**config.mk**
```make
export PLATFORM = sky130hd
export DESIGN_NAME = fir_stimuli_generator_param
export DESIGN_NICKNAME = d
export VERILOG_FILES = /design/src/rtl/fir_stimuli_generator_param.sv
export SDC_FILE = /design/constraint.sdc
export NUM_CORES = 1
export LEC_CHECK = 0
export ABC_AREA = 1
export ABC_CLOCK_PERIOD_IN_PS = 2650
export BUFFER_PORTS_ARGS = -buffer_cell sky130_fd_sc_hd__buf_2
export CORE_MARGIN = 5
export CORE_UTILIZATION = 45
export DETAILED_ROUTE_END_ITERATION = 7
export SLEW_MARGIN = 40
export SYNTH_ARGS = -nofsm -noshare
export SYNTH_HDL_FRONTEND = slang
export SYNTH_SLANG_ARGS = --single-unit
```
**constraint.sdc**
```tcl
create_clock -name system1000 -period 2.65 [get_ports system1000]
set_input_delay 0.1325 -clock system1000 [delete_from_list [all_inputs] [get_ports system1000]]
set_output_delay 0.1325 -clock system1000 [all_outputs]
set_load 0.02 [all_outputs]
```
**src/rtl/fir_stimuli_generator_param.sv**
```systemverilog
// FIR stimulus generator. Plays one pass of DEPTH signed samples from a
// writable table or from built-in impulse / step / ramp patterns. A pass is
// either one-shot (ending with a single-cycle done pulse) or repeated until
// stop is raised. The sample stream leaves through a valid/ready handshake.
//
// Handshake: result_valid is high for the whole of RUN. A sample moves
// downstream on every cycle where result_valid && result_ready are both
// high at the rising clock edge. While result_valid=1 and result_ready=0,
// result and result_valid hold their values. After a transfer, the next
// sample is presented on the following cycle, so throughput is one sample
// per cycle.
module fir_stimuli_generator_param #(
  parameter int DATA_WIDTH = 16,
  parameter int DEPTH      = 16,
  parameter int ADDR_WIDTH = $clog2(DEPTH),
  parameter int RAMP_STEP  = 1
) (
  input  logic                  system1000,
  input  logic                  system1000_rstn,
  input  logic                  start,
  input  logic                  stop,
  input  logic [1:0]            mode,
  input  logic                  loop,
  input  logic                  table_we,
  input  logic [ADDR_WIDTH-1:0] table_addr,
  input  logic [DATA_WIDTH-1:0] table_wdata,
  output logic [DATA_WIDTH-1:0] result,
  output logic                  result_valid,
  input  logic                  result_ready,
  output logic                  busy,
  output logic                  done,
  output logic [1:0]            dbg_state
);

  typedef enum logic [1:0] {
    ST_IDLE = 2'd0,
    ST_RUN  = 2'd1,
    ST_DONE = 2'd2
  } state_t;

  localparam logic [1:0] MODE_TABLE   = 2'd0;
  localparam logic [1:0] MODE_IMPULSE = 2'd1;
  localparam logic [1:0] MODE_STEP    = 2'd2;
  localparam logic [1:0] MODE_RAMP    = 2'd3;

  // Largest positive sample: 0111...1
  localparam logic [DATA_WIDTH-1:0] MAXP      = {1'b0, {(DATA_WIDTH-1){1'b1}}};
  localparam logic [DATA_WIDTH-1:0] STEP_VAL  = DATA_WIDTH'(RAMP_STEP);
  localparam logic [ADDR_WIDTH-1:0] LAST_IDX  = ADDR_WIDTH'(DEPTH - 1);
  localparam logic [ADDR_WIDTH-1:0] ONE_IDX   = ADDR_WIDTH'(1);

  state_t                r_state;
  state_t                w_next_state;
  logic [1:0]            r_mode;
  logic                  r_loop;
  logic [ADDR_WIDTH-1:0] r_index;
  logic [DATA_WIDTH-1:0] r_ramp;
  logic [DATA_WIDTH-1:0] r_table [DEPTH];
  logic [DATA_WIDTH-1:0] w_sample;
  logic                  w_run;
  logic                  w_xfer;
  logic                  w_last;
  logic                  w_launch;

  assign w_run    = (r_state == ST_RUN);
  assign w_launch = (r_state == ST_IDLE) && start;
  // valid equals "in RUN", so a transfer is RUN && ready
  assign w_xfer   = w_run && result_ready;
  assign w_last   = (r_index == LAST_IDX);

  // State register
  always_ff @(posedge system1000 or negedge system1000_rstn) begin
    if (!system1000_rstn) begin
      r_state <= ST_IDLE;
    end else begin
      r_state <= w_next_state;
    end
  end

  // Next-state logic; stop wins over a simultaneous end-of-pass transfer
  always_comb begin
    w_next_state = r_state;
    case (r_state)
      ST_IDLE: begin
        if (start) begin
          w_next_state = ST_RUN;
        end
      end
      ST_RUN: begin
        if (stop) begin
          w_next_state = ST_IDLE;
        end else if (w_xfer && w_last && !r_loop) begin
          w_next_state = ST_DONE;
        end
      end
      ST_DONE: begin
        w_next_state = ST_IDLE;
      end
      default: begin
        w_next_state = ST_IDLE;
      end
    endcase
  end

  // Output decode from the registered state
  always_comb begin
    busy         = w_run;
    result_valid = w_run;
    done         = (r_state == ST_DONE);
    result       = w_run ? w_sample : '0;
    dbg_state    = r_state;
  end

  // Run configuration, sample index and ramp accumulator
  always_ff @(posedge system1000 or negedge system1000_rstn) begin
    if (!system1000_rstn) begin
      r_mode  <= MODE_TABLE;
      r_loop  <= 1'b0;
      r_index <= '0;
      r_ramp  <= '0;
    end else if (w_launch) begin
      r_mode  <= mode;
      r_loop  <= loop;
      r_index <= '0;
      r_ramp  <= '0;
    end else if (w_xfer && !stop) begin
      if (w_last) begin
        // wrap for the next pass; harmless when the run is ending
        r_index <= '0;
        r_ramp  <= '0;
      end else begin
        r_index <= r_index + ONE_IDX;
        r_ramp  <= r_ramp + STEP_VAL;
      end
    end
  end

  // Sample table; writable only while idle so a running pass is never disturbed
  always_ff @(posedge system1000 or negedge system1000_rstn) begin
    if (!system1000_rstn) begin
      for (int i = 0; i < DEPTH; i++) begin
        r_table[i] <= '0;
      end
    end else if ((r_state == ST_IDLE) && table_we) begin
      r_table[table_addr] <= table_wdata;
    end
  end

  // Sample selection for the current index
  always_comb begin
    w_sample = '0;
    case (r_mode)
      MODE_TABLE:   w_sample = r_table[r_index];
      MODE_IMPULSE: w_sample = (r_index == '0) ? MAXP : '0;
      MODE_STEP:    w_sample = MAXP;
      MODE_RAMP:    w_sample = r_ramp;
      default:      w_sample = '0;
    endcase
  end

endmodule

```
After elaboration in Yosys (flattened, before gate mapping)
Index checks and enable logic that the tools add are counted.
- bits in registers: 281
- latch bits: 0
- memory bits (writable): 0
- bits in read-only memories: 0
- input port bits: 29
- output and inout port bits: 21
- logic and storage cells: 69
- memories: 0
- add/sub/neg operators: 2
- multipliers: 0
- divide/modulo/power cells: 0
- $lt $le $gt $ge: 3
- eq/ne operators: 8
- shift-type cells: 0
- muxes and demuxes: 19
- bitwise operators: 2
- reduce and logical (&&, ||, !) cells: 14
- operators by type and width (operator ; number):
    $bwmux W256 ; 1
    $mux W16 ; 7
    $bmux W16 S4 ; 1
    $demux W16 S4 ; 1
    $pmux W16 S4 ; 1
    $add A16 B1 Y16 const B ; 1
    $mux W15 ; 1
    $mux W4 ; 3
    $ge A5 B5 Y1 const B ; 2
    $not A4 Y5 ; 2
    $logic_and A1 B1 Y1 ; 7
    $eq A2 B2 Y1 const B ; 3
    $mux W2 ; 3
    $lt A5 B1 Y1 const B ; 1
    $add A4 B1 Y4 const B ; 1
    $eq A2 B1 Y1 const B ; 2
    $eq A4 B4 Y1 const B ; 1
    $logic_not A2 Y1 ; 2
    $logic_not A4 Y1 ; 1
    $pmux W2 S2 ; 1
    $ne A3 B2 Y1 const B ; 1
    $logic_not A1 Y1 ; 2
    $ne A2 B2 Y1 const B ; 1
    $reduce_and A2 Y1 ; 1
    $reduce_bool A2 Y1 ; 1

Depth between registers and ports, before layout
Gate-level depths: netlist (run 1).
- word-level depth: 7
- mapped depth: 12
- mapped depth without buffers: 11

Worst setup path after synthesis (run 1)
No wires, ideal clock.
- path kind: register to output
- start point: reg r_index[1]
- end point: out result[10]
- arrival: 2.059 ns
- required time: 2.518 ns
- setup slack: 0.458 ns
- cell stages (with the launch flop): 10
- buffers on the path: 3
- cell sequence: dfrtp_1 > inv_1 > buf_2 > clkbuf_1 > ha_1 > nand2_1 > nor2_1 > buf_2 > a211oi_1 > a21oi_1
- longest elaborated chain between the ends: 6
- elaborated cells on any way between the ends: 8
- those cells by class: mux (6); bitwise (1); reduce/logical (1)
- ends and longest elaborated chain (element ; line ; source):
    from (decl) ; 56 ; logic [ADDR_WIDTH-1:0] r_index;
    from (signal assigned) ; 132 ; r_index <= r_index + ONE_IDX;
    $not A4 Y5 (not written as such) ; 153 ; MODE_TABLE: w_sample = r_table[r_index];
    $bmux W16 S4 ; 153 ;
    $mux W16 (not written as such) (2 in a row) ; 153 ;
    $pmux W16 S4 * ; 152 ; case (r_mode)
    $mux W16 * ; 110 ; result = w_run ? w_sample : '0;
    to (decl) ; 27 ; output logic [DATA_WIDTH-1:0] result,
Mark *: on every way between the ends. The rest lies on a longest branch, timed or not. The select of a mux whose other input is x is not followed.

Worst setup path after layout (run 1)
- start point: reg r_index[0]
- end point: out result[2]
Same word-level chain as after synthesis.

==> results of run 1 <==
## state kept, by name (all words and copies together), names as in the netlist
name,flops
r_table,256
r_mode,2
r_index,4
r_ramp,16
dbg_state,2
r_loop,1
## kinds of logic after synthesis
family,Yosys count
AO/OA/AOI/OAI,318
XOR/XNOR,1
adder cells (fa/ha/maj),3
buffers and inverters,412
flip-flops,281
AND/OR/NAND/NOR,932
## metal layers
metal | share of wire, % | vias to the layer above | global-route usage [%]
met5 | 0 | - | 0
met4 | 3.0 | 0 | 6.34
met3 | 4.6 | 64 | 2.59
met2 | 46 | 315 | 36.8
met1 | 46 | 5777 | 32.0
li1 | - | 6094 | -
## power breakdown
part	switching, uW	leakage, uW	internal (uW)
logic	2010	0.00420	1240
registers	530	0.00364	5250
clock network	1840	0.000567	2950
total	4380	0.00841	9440
## stage by stage
step / cells / setup WS, ps / area, um^2 / TNS, ps / utilization, %
6_report: 2397 / 99.2 / 16300 / 0 / 52.9
3_3_place_gp: 2316 / 552 / 14800 / 0 / 48.0
2_1_floorplan: 1947 / 458 / 14100 / 0 / -
3_5_place_dp: 2316 / 556 / 14800 / 0 / 48.0
4_1_cts: 2386 / 2.77 / 16100 / 0 / 52.2
5_1_grt: 2397 / -7.16 / 16300 / -7.16 / 52.9
## synthesized netlist by cell type, types with 2 or more instances
master	count
o21ai_0	232
nor3_1	9
inv_1	288
a31oi_1	2
nand3_1	169
buf_4	2
nor2_1	21
dfrtp_1	281
a21oi_1	23
nand4_1	8
clkinv_1	2
nor3_2	2
ha_1	3
buf_1	7
inv_2	2
o22ai_1	2
nand2_1	717
nor2_2	2
o21ai_1	37
a211oi_1	16
buf_2	37
clkbuf_1	74
## worst max-delay path by stage
stage | start | slack (ps) | cells past startpoint | to
2_1_floorplan | r_index[1] | 460 | 9 | result[10]
3_3_place_gp | r_index[0] | 550 | 11 | result[1]
3_5_place_dp | r_index[0] | 560 | 11 | result[5]
4_1_cts | r_index[1] | 3 | 11 | result[15]
5_1_grt | r_index[0] | -7 | 12 | result[2]
6_report | r_index[0] | 100 | 11 | result[2]
## cell type report
cell class / instances / area (um^2)
clock buffer: 41 / 893
clock inverter: 17 / 253
fill: 3063 / 14500
inverter: 292 / 1110
multi-input combinational: 1254 / 5490
sequential: 281 / 7040
tap: 396 / 495
timing repair buffer: 115 / 973
timing repair inverter: 1 / 8.76
## timing repair
action / 4_1_cts / 5_1_grt
buffers inserted: 0 / 8
hold buffers: 11 / 0
gates cloned: 1 / 3
endpoints found under the hold margin: 287 / 0
setup endpoints to repair: 13 / 16
resized for setup: 3 / 25
==> qor.yml, run 1 <==
sta:
  worst_hold_slack_ps: 30.1
  drv_slew: 0
  slew_headroom_pct: 56.0
  period_needed_ps: 2550
  final.period_utilization_pct: 96.3
  setup_violations: 0
  max_freq_ghz: 0.392
  worst_pin_slew_ps: 659
  skew_ps: 20.4
  hold_violations: 0
logic_synthesis:
  synth_mux_area_share_pct: 0
  synth_edf_count: 0
  synth_top_area_share_pct: 49.8
  synth-simple-area-share_pct: 26.8
  syn_inst: 1947
  synth_fa_ha_area_share_pct: 0.266
  synth.distinct_cells: 33
  synth_seq_cells: 281
  synth_ff_type: "dfrtp_1"
  seq_area_frac_synth_pct: 49.8
  synth-compound-area-share_pct: 11.7
  synth_top_family_by_area: "simple AND/OR/NAND/NOR gates"
  synth_area_leaders: "dfrtp_1 50%, nand2_1 19%, o21ai_0 8.2%"
  yosys_warnings: 0
  synth_xor_area_share_pct: 0.0621
  synth_area_leader_cell: "dfrtp_1"
  syn-cell-area_um2: 14100
  syn-num-nets: 1979
  postSynthAreaPerCell_um2: 7.25
  async_flop_share_pct: 100
layout:
  syn_to_final_growth_pct: 15.2
  drive_above_1_share_pct: 8.85
  antenna_cells: 0
  final_cell_mix: "714 x nand2_1, 287 x inv_1, 279 x dfrtp_1"
  layout_commonest_cell: "nand2_1"
  nets: 2008
setup_path:
  cpLargestDelayFamily: "simple AND/OR/NAND/NOR gates"
  crit_path_max_incr_delay_ps: 560
  path_max_fanout: 41
  slowest_stage: "dfrtp_4"
  r2r_end: "dbg_state[0]"
  critPathKind: "flip-flop to primary output"
  required_ps: 2520
  r2r-start: "r_index[0]"
  reg2regPathDepth: 7
  crit_path_frequent_cell: "nand2_1"
  cp_cell_sequence: "buf_16 > nand2_1 > nand3_1 > nand2_1 > nand2_1 > nand2_1 > inv_1 > nand2_1 > nand2_1 > a21oi_1 > buf_4"
  end_kind: "primary output"
  cp-start-kind: "flip-flop"
  worst_ep_arrival_time_ps: 2420
  ff2ff_setup_slack_ps: 440
  worst-path-buf-inv: 3
outcome:
  status: "finished clean"
global_route:
  grt.total_usage_pct: 22.5
  antenna_found_initial: 0
  grt_overflow: 0
  grt_pass1_wl_um: 64400
  grt_max_degree: 82
  first_global_vias: 11681
clock_tree:
  htree_levels: 1
  cts-buffers-inserted: 31
  cts-root-buf: "clkbuf_16"
  cts_tree: "built"
  cts_max_path_buffers: 3
  clk_pin_slew_ps: 60
  clock_sinks: 281
  insertion_delay_ps: 580
die:
  boundaryPins: 50
  die_h_um: 187
  start_util_pct: 45.9
  die_w_um: 187
  core_um2: 30700
  rows: 64
  dieArea_um2: 35000
power_and_ir_drop:
  p_leak_uw: 0.00841
  power.total_uw: 13800
  p_per_area_nw_per_um2: 850
  worst_ir_drop_vdd_mv: 0.633
detailed_routing:
  firstDrtPassIters: 8
  drtIter0Drc: 994
  ant_nets: 0
  drc: 0
  wl_per_cell_um: 16.7
  drt_wl_total_um: 40000
  dr_total_vias: 12250
  via_per_inst: 5.11
job:
  cap_violations: 0
hold_path:
  hold_class: "input pin to asynchronous set/reset pin"
placed_design:
  gp_congestion: 0.825
  hpwl_um: 24100
  portBuffers: 49
No activity file was read; power rests on OpenSTA's default activity.
==> run 2, diff against run 1 <==
--- a/config.mk
+++ b/config.mk
@@ -5,9 +5,9 @@
 export SDC_FILE = /design/constraint.sdc
 export NUM_CORES = 1
 export LEC_CHECK = 0
-export ABC_AREA = 1
 export ABC_CLOCK_PERIOD_IN_PS = 2650
 export BUFFER_PORTS_ARGS = -buffer_cell sky130_fd_sc_hd__buf_2
+export CORE_ASPECT_RATIO = 0.8
 export CORE_MARGIN = 5
 export CORE_UTILIZATION = 45
 export DETAILED_ROUTE_END_ITERATION = 7
==> qor.yml, run 2 <==
outcome:
  status: "finished with violations"  # was finished clean
  violations: "setup timing"
global_route:
  grt_max_degree: 68  # was 82
  grt_overflow: 0  # unchanged
  antenna_found_initial: 0  # unchanged
  grt_pass1_wl_um: 52100  # was 64400 um
  first_global_vias: 8277  # was 11681
  grt.total_usage_pct: 20.4  # was 22.5%
logic_synthesis:
  syn_inst: 897  # was 1947
  synth.most_common_cell: "dfrtp_1"  # was nand2_1
  synth_common_cells: "281 x dfrtp_1, 256 x mux2_2, 62 x mux4_2"  # was 717 x nand2_1, 288 x inv_1, 281 x dfrtp_1
  synth_mux_area_share_pct: 33.9  # was 0%
  synth_top_family_by_area: "multiplexers"  # was simple AND/OR/NAND/NOR gates
  synth_top_area_share_pct: 53.5  # was 49.8%
  synth_fa_ha_area_share_pct: 0.285  # was 0.266%
  yosys_warnings: 0  # unchanged
  seq_area_frac_synth_pct: 53.5  # was 49.8%
  synth_xor_area_share_pct: 0.133  # was 0.0621%
  async_flop_share_pct: 100  # unchanged
  syn-cell-area_um2: 13100  # was 14100 um^2
  synth-compound-area-share_pct: 4.58  # was 11.7%
  synth_seq_cells: 281  # unchanged
  synth-simple-area-share_pct: 4.52  # was 26.8%
  synth_ff_type: "dfrtp_1"  # unchanged
  syn-num-nets: 929  # was 1979
  synth_area_leaders: "dfrtp_1 53%, mux2_2 22%, mux4_2 11%"  # was dfrtp_1 50%, nand2_1 19%, o21ai_0 8.2%
  synth.distinct_cells: 54  # was 33
  synth_edf_count: 0  # unchanged
  postSynthAreaPerCell_um2: 14.7  # was 7.25 um^2
  synth_area_leader_cell: "dfrtp_1"  # unchanged
layout:
  max_flop_register: "r_table"  # unchanged
  layout_commonest_cell: "dfrtp_1"  # was nand2_1
  fill_cells: 2380  # was 3063
  largest_registers: "r_table (256), r_ramp (16), r_index (4)"  # unchanged
  final_cell_mix: "278 x dfrtp_1, 256 x mux2_2, 62 x mux4_2"  # was 714 x nand2_1, 287 x inv_1, 279 x dfrtp_1
  nets: 999  # was 2008
  fin_area_um2: 15400  # was 16300 um^2
  multiInputGateArea_um2: 5790  # was 5490 um^2
  final_util_pct: 52.8  # was 52.9%
  drive_above_1_share_pct: 50.9  # was 8.85%
  ff_latch_area_um2: 7040  # about the same
  largest_reg_flops: 256  # unchanged
  syn_to_final_growth_pct: 16.8  # was 15.2%
  antenna_cells: 0  # unchanged
detailed_routing:
  drtIter0Drc: 503  # was 994
  wl_per_cell_um: 23.9  # was 16.7 um
  firstDrtPassIters: 5  # was 8
  drc: 0  # unchanged
  via_per_inst: 5.79  # was 5.11
  dr_total_vias: 7926  # was 12250
  ant_nets: 0  # unchanged
  drt_wl_total_um: 32700  # was 40000 um
clock_tree:
  cts_max_path_buffers: 3  # unchanged
  cts_tree: "built"  # unchanged
  htree_levels: 1  # unchanged
  insertion_delay_ps: 540  # was 580 ps
  cts-buffers-inserted: 30  # was 31
  clk_pin_slew_ps: 60  # about the same
  clock_sinks: 281  # unchanged
  cts-root-buf: "clkbuf_16"  # unchanged
hold_path:
  min_delay_path_depth: 2
  hold_path_startpoint: "table_wdata[11]"
  hold_class: "input pin to flip-flop"  # was input pin to asynchronous set/reset pin
  hold_path_end: "r_table[91]"
sta:
  rsz0062_at_grt: "yes"
  setup_violations: 4  # was 0
  worst_pin_slew_ps: 582  # was 659 ps
  worst_hold_slack_ps: 55.4  # was 30.1 ps
  final.period_utilization_pct: 102  # was 96.3%
  period_needed_ps: 2710  # was 2550 ps
  hold_violations: 0  # unchanged
  max_freq_ghz: 0.369  # was 0.392 GHz
  drv_slew: 0  # unchanged
  slew_headroom_pct: 61.2  # was 56.0%
  finalSetupTns_ps: -185  # was 0 ps
  skew_ps: 7.10  # was 20.4 ps
  final.setup.worst_slack_ps: -61.4  # was 99.2 ps
setup_path:
  worst_ep_arrival_time_ps: 2580  # was 2420 ps
  ff2ff_setup_slack_ps: 320  # was 440 ps
  reg2regPathDepth: 6  # was 7
  required_ps: 2520  # about the same
  end_kind: "primary output"  # unchanged
  critPathKind: "flip-flop to primary output"  # unchanged
  r2r_end: "dbg_state[1]"  # was dbg_state[0]
  r2r-start: "r_index[1]"  # was r_index[0]
  cp-start-kind: "flip-flop"  # unchanged
  path_max_fanout: 15  # was 41
die:
  rows: 56  # was 64
  die_w_um: 201  # was 187 um
  boundaryPins: 50  # unchanged
  die_h_um: 163  # was 187 um
  core_um2: 29100  # was 30700 um^2
  start_util_pct: 45.2  # was 45.9%
  dieArea_um2: 32800  # was 35000 um^2
placed_design:
  gp_congestion: 0.781  # was 0.825
  hpwl_um: 21200  # was 24100 um
  portBuffers: 49  # unchanged
  placed_area_um2: 14000  # was 14800 um^2
  dp_slack_ps: 363  # was 556 ps
power_and_ir_drop:
  p_leak_uw: 0.00663  # was 0.00841 uW
  worst_ir_drop_vdd_mv: 0.401  # was 0.633 mV
  p_per_area_nw_per_um2: 848  # was 850 nW/um^2
job:
  cap_violations: 0  # unchanged
[run 2: worst max-delay path by stage]
stage / to / from / slack [ps]
after detailed placement: result[13] / r_index[0] / 360
after global placement: result[13] / r_index[0] / 300
after global routing: result[3] / r_mode[0] / -100
after floorplan: result[10] / dbg_state[1] / 450
final: result[3] / dbg_state[0] / -60
after CTS: result[1] / r_mode[0] / -50
[run 2: kinds of logic (layout without fill, tap and decap cells)]
kind of cell    Yosys count  after routing
fa+ha+maj                 3              3
compound gates           92             92
xor+xnor                  2              2
buf+inv                  83            177
flops                   281            281
simple gates            100            100
mux                     336            336
[run 2: final cells by class]
class	instances	share of cell area, %
clock buffers	42	5.65
multi-input cells	533	37.7
well taps	377	3.07
clock inverters	14	1.17
inverters	10	0.244
repair buffers	111	6.31
flip-flops and latches	281	45.8
[run 2: per-stage QoR]
step,power [uW],cells
floorplan,7670,897
global placement,8460,1298
detailed placement,8540,1298
CTS,13100,1368
global route,13700,1368
finish,13000,1368
[run 2: power by group]
| part | internal (uW) | switching [uW] |
|---|---|---|
| clock network | 2670 | 1720 |
| logic | 1630 | 1170 |
| registers | 5290 | 530 |
[run 2: metal layers]
metal / global-route usage (%) / wire [um]
met3: 3.11 / 1410
met5: 0 / 0
met2: 31.5 / 15000
met4: 4.91 / 746
met1: 30.6 / 15500
[run 2: worst max-delay path, cell delays in order, from the launching register on]
cell and delay [ps]:
dfrtp_1 440, or4b_4 530, nor3b_2 210, buf_6 250, a22oi_1 130, o211ai_1 230, buf_4 230
[run 2: repair_timing]
| action | 4_1_cts | 5_1_grt |
|---|---|---|
| gates cloned | 1 | 0 |
| gates resized for setup | 23 | 15 |
| endpoints found under the hold margin | 65 | 0 |
| hold buffers | 6 | 0 |
| endpoints found under the setup margin | 16 | 16 |
| pin swaps | 5 | 5 |
| setup buffers | 7 | 0 |
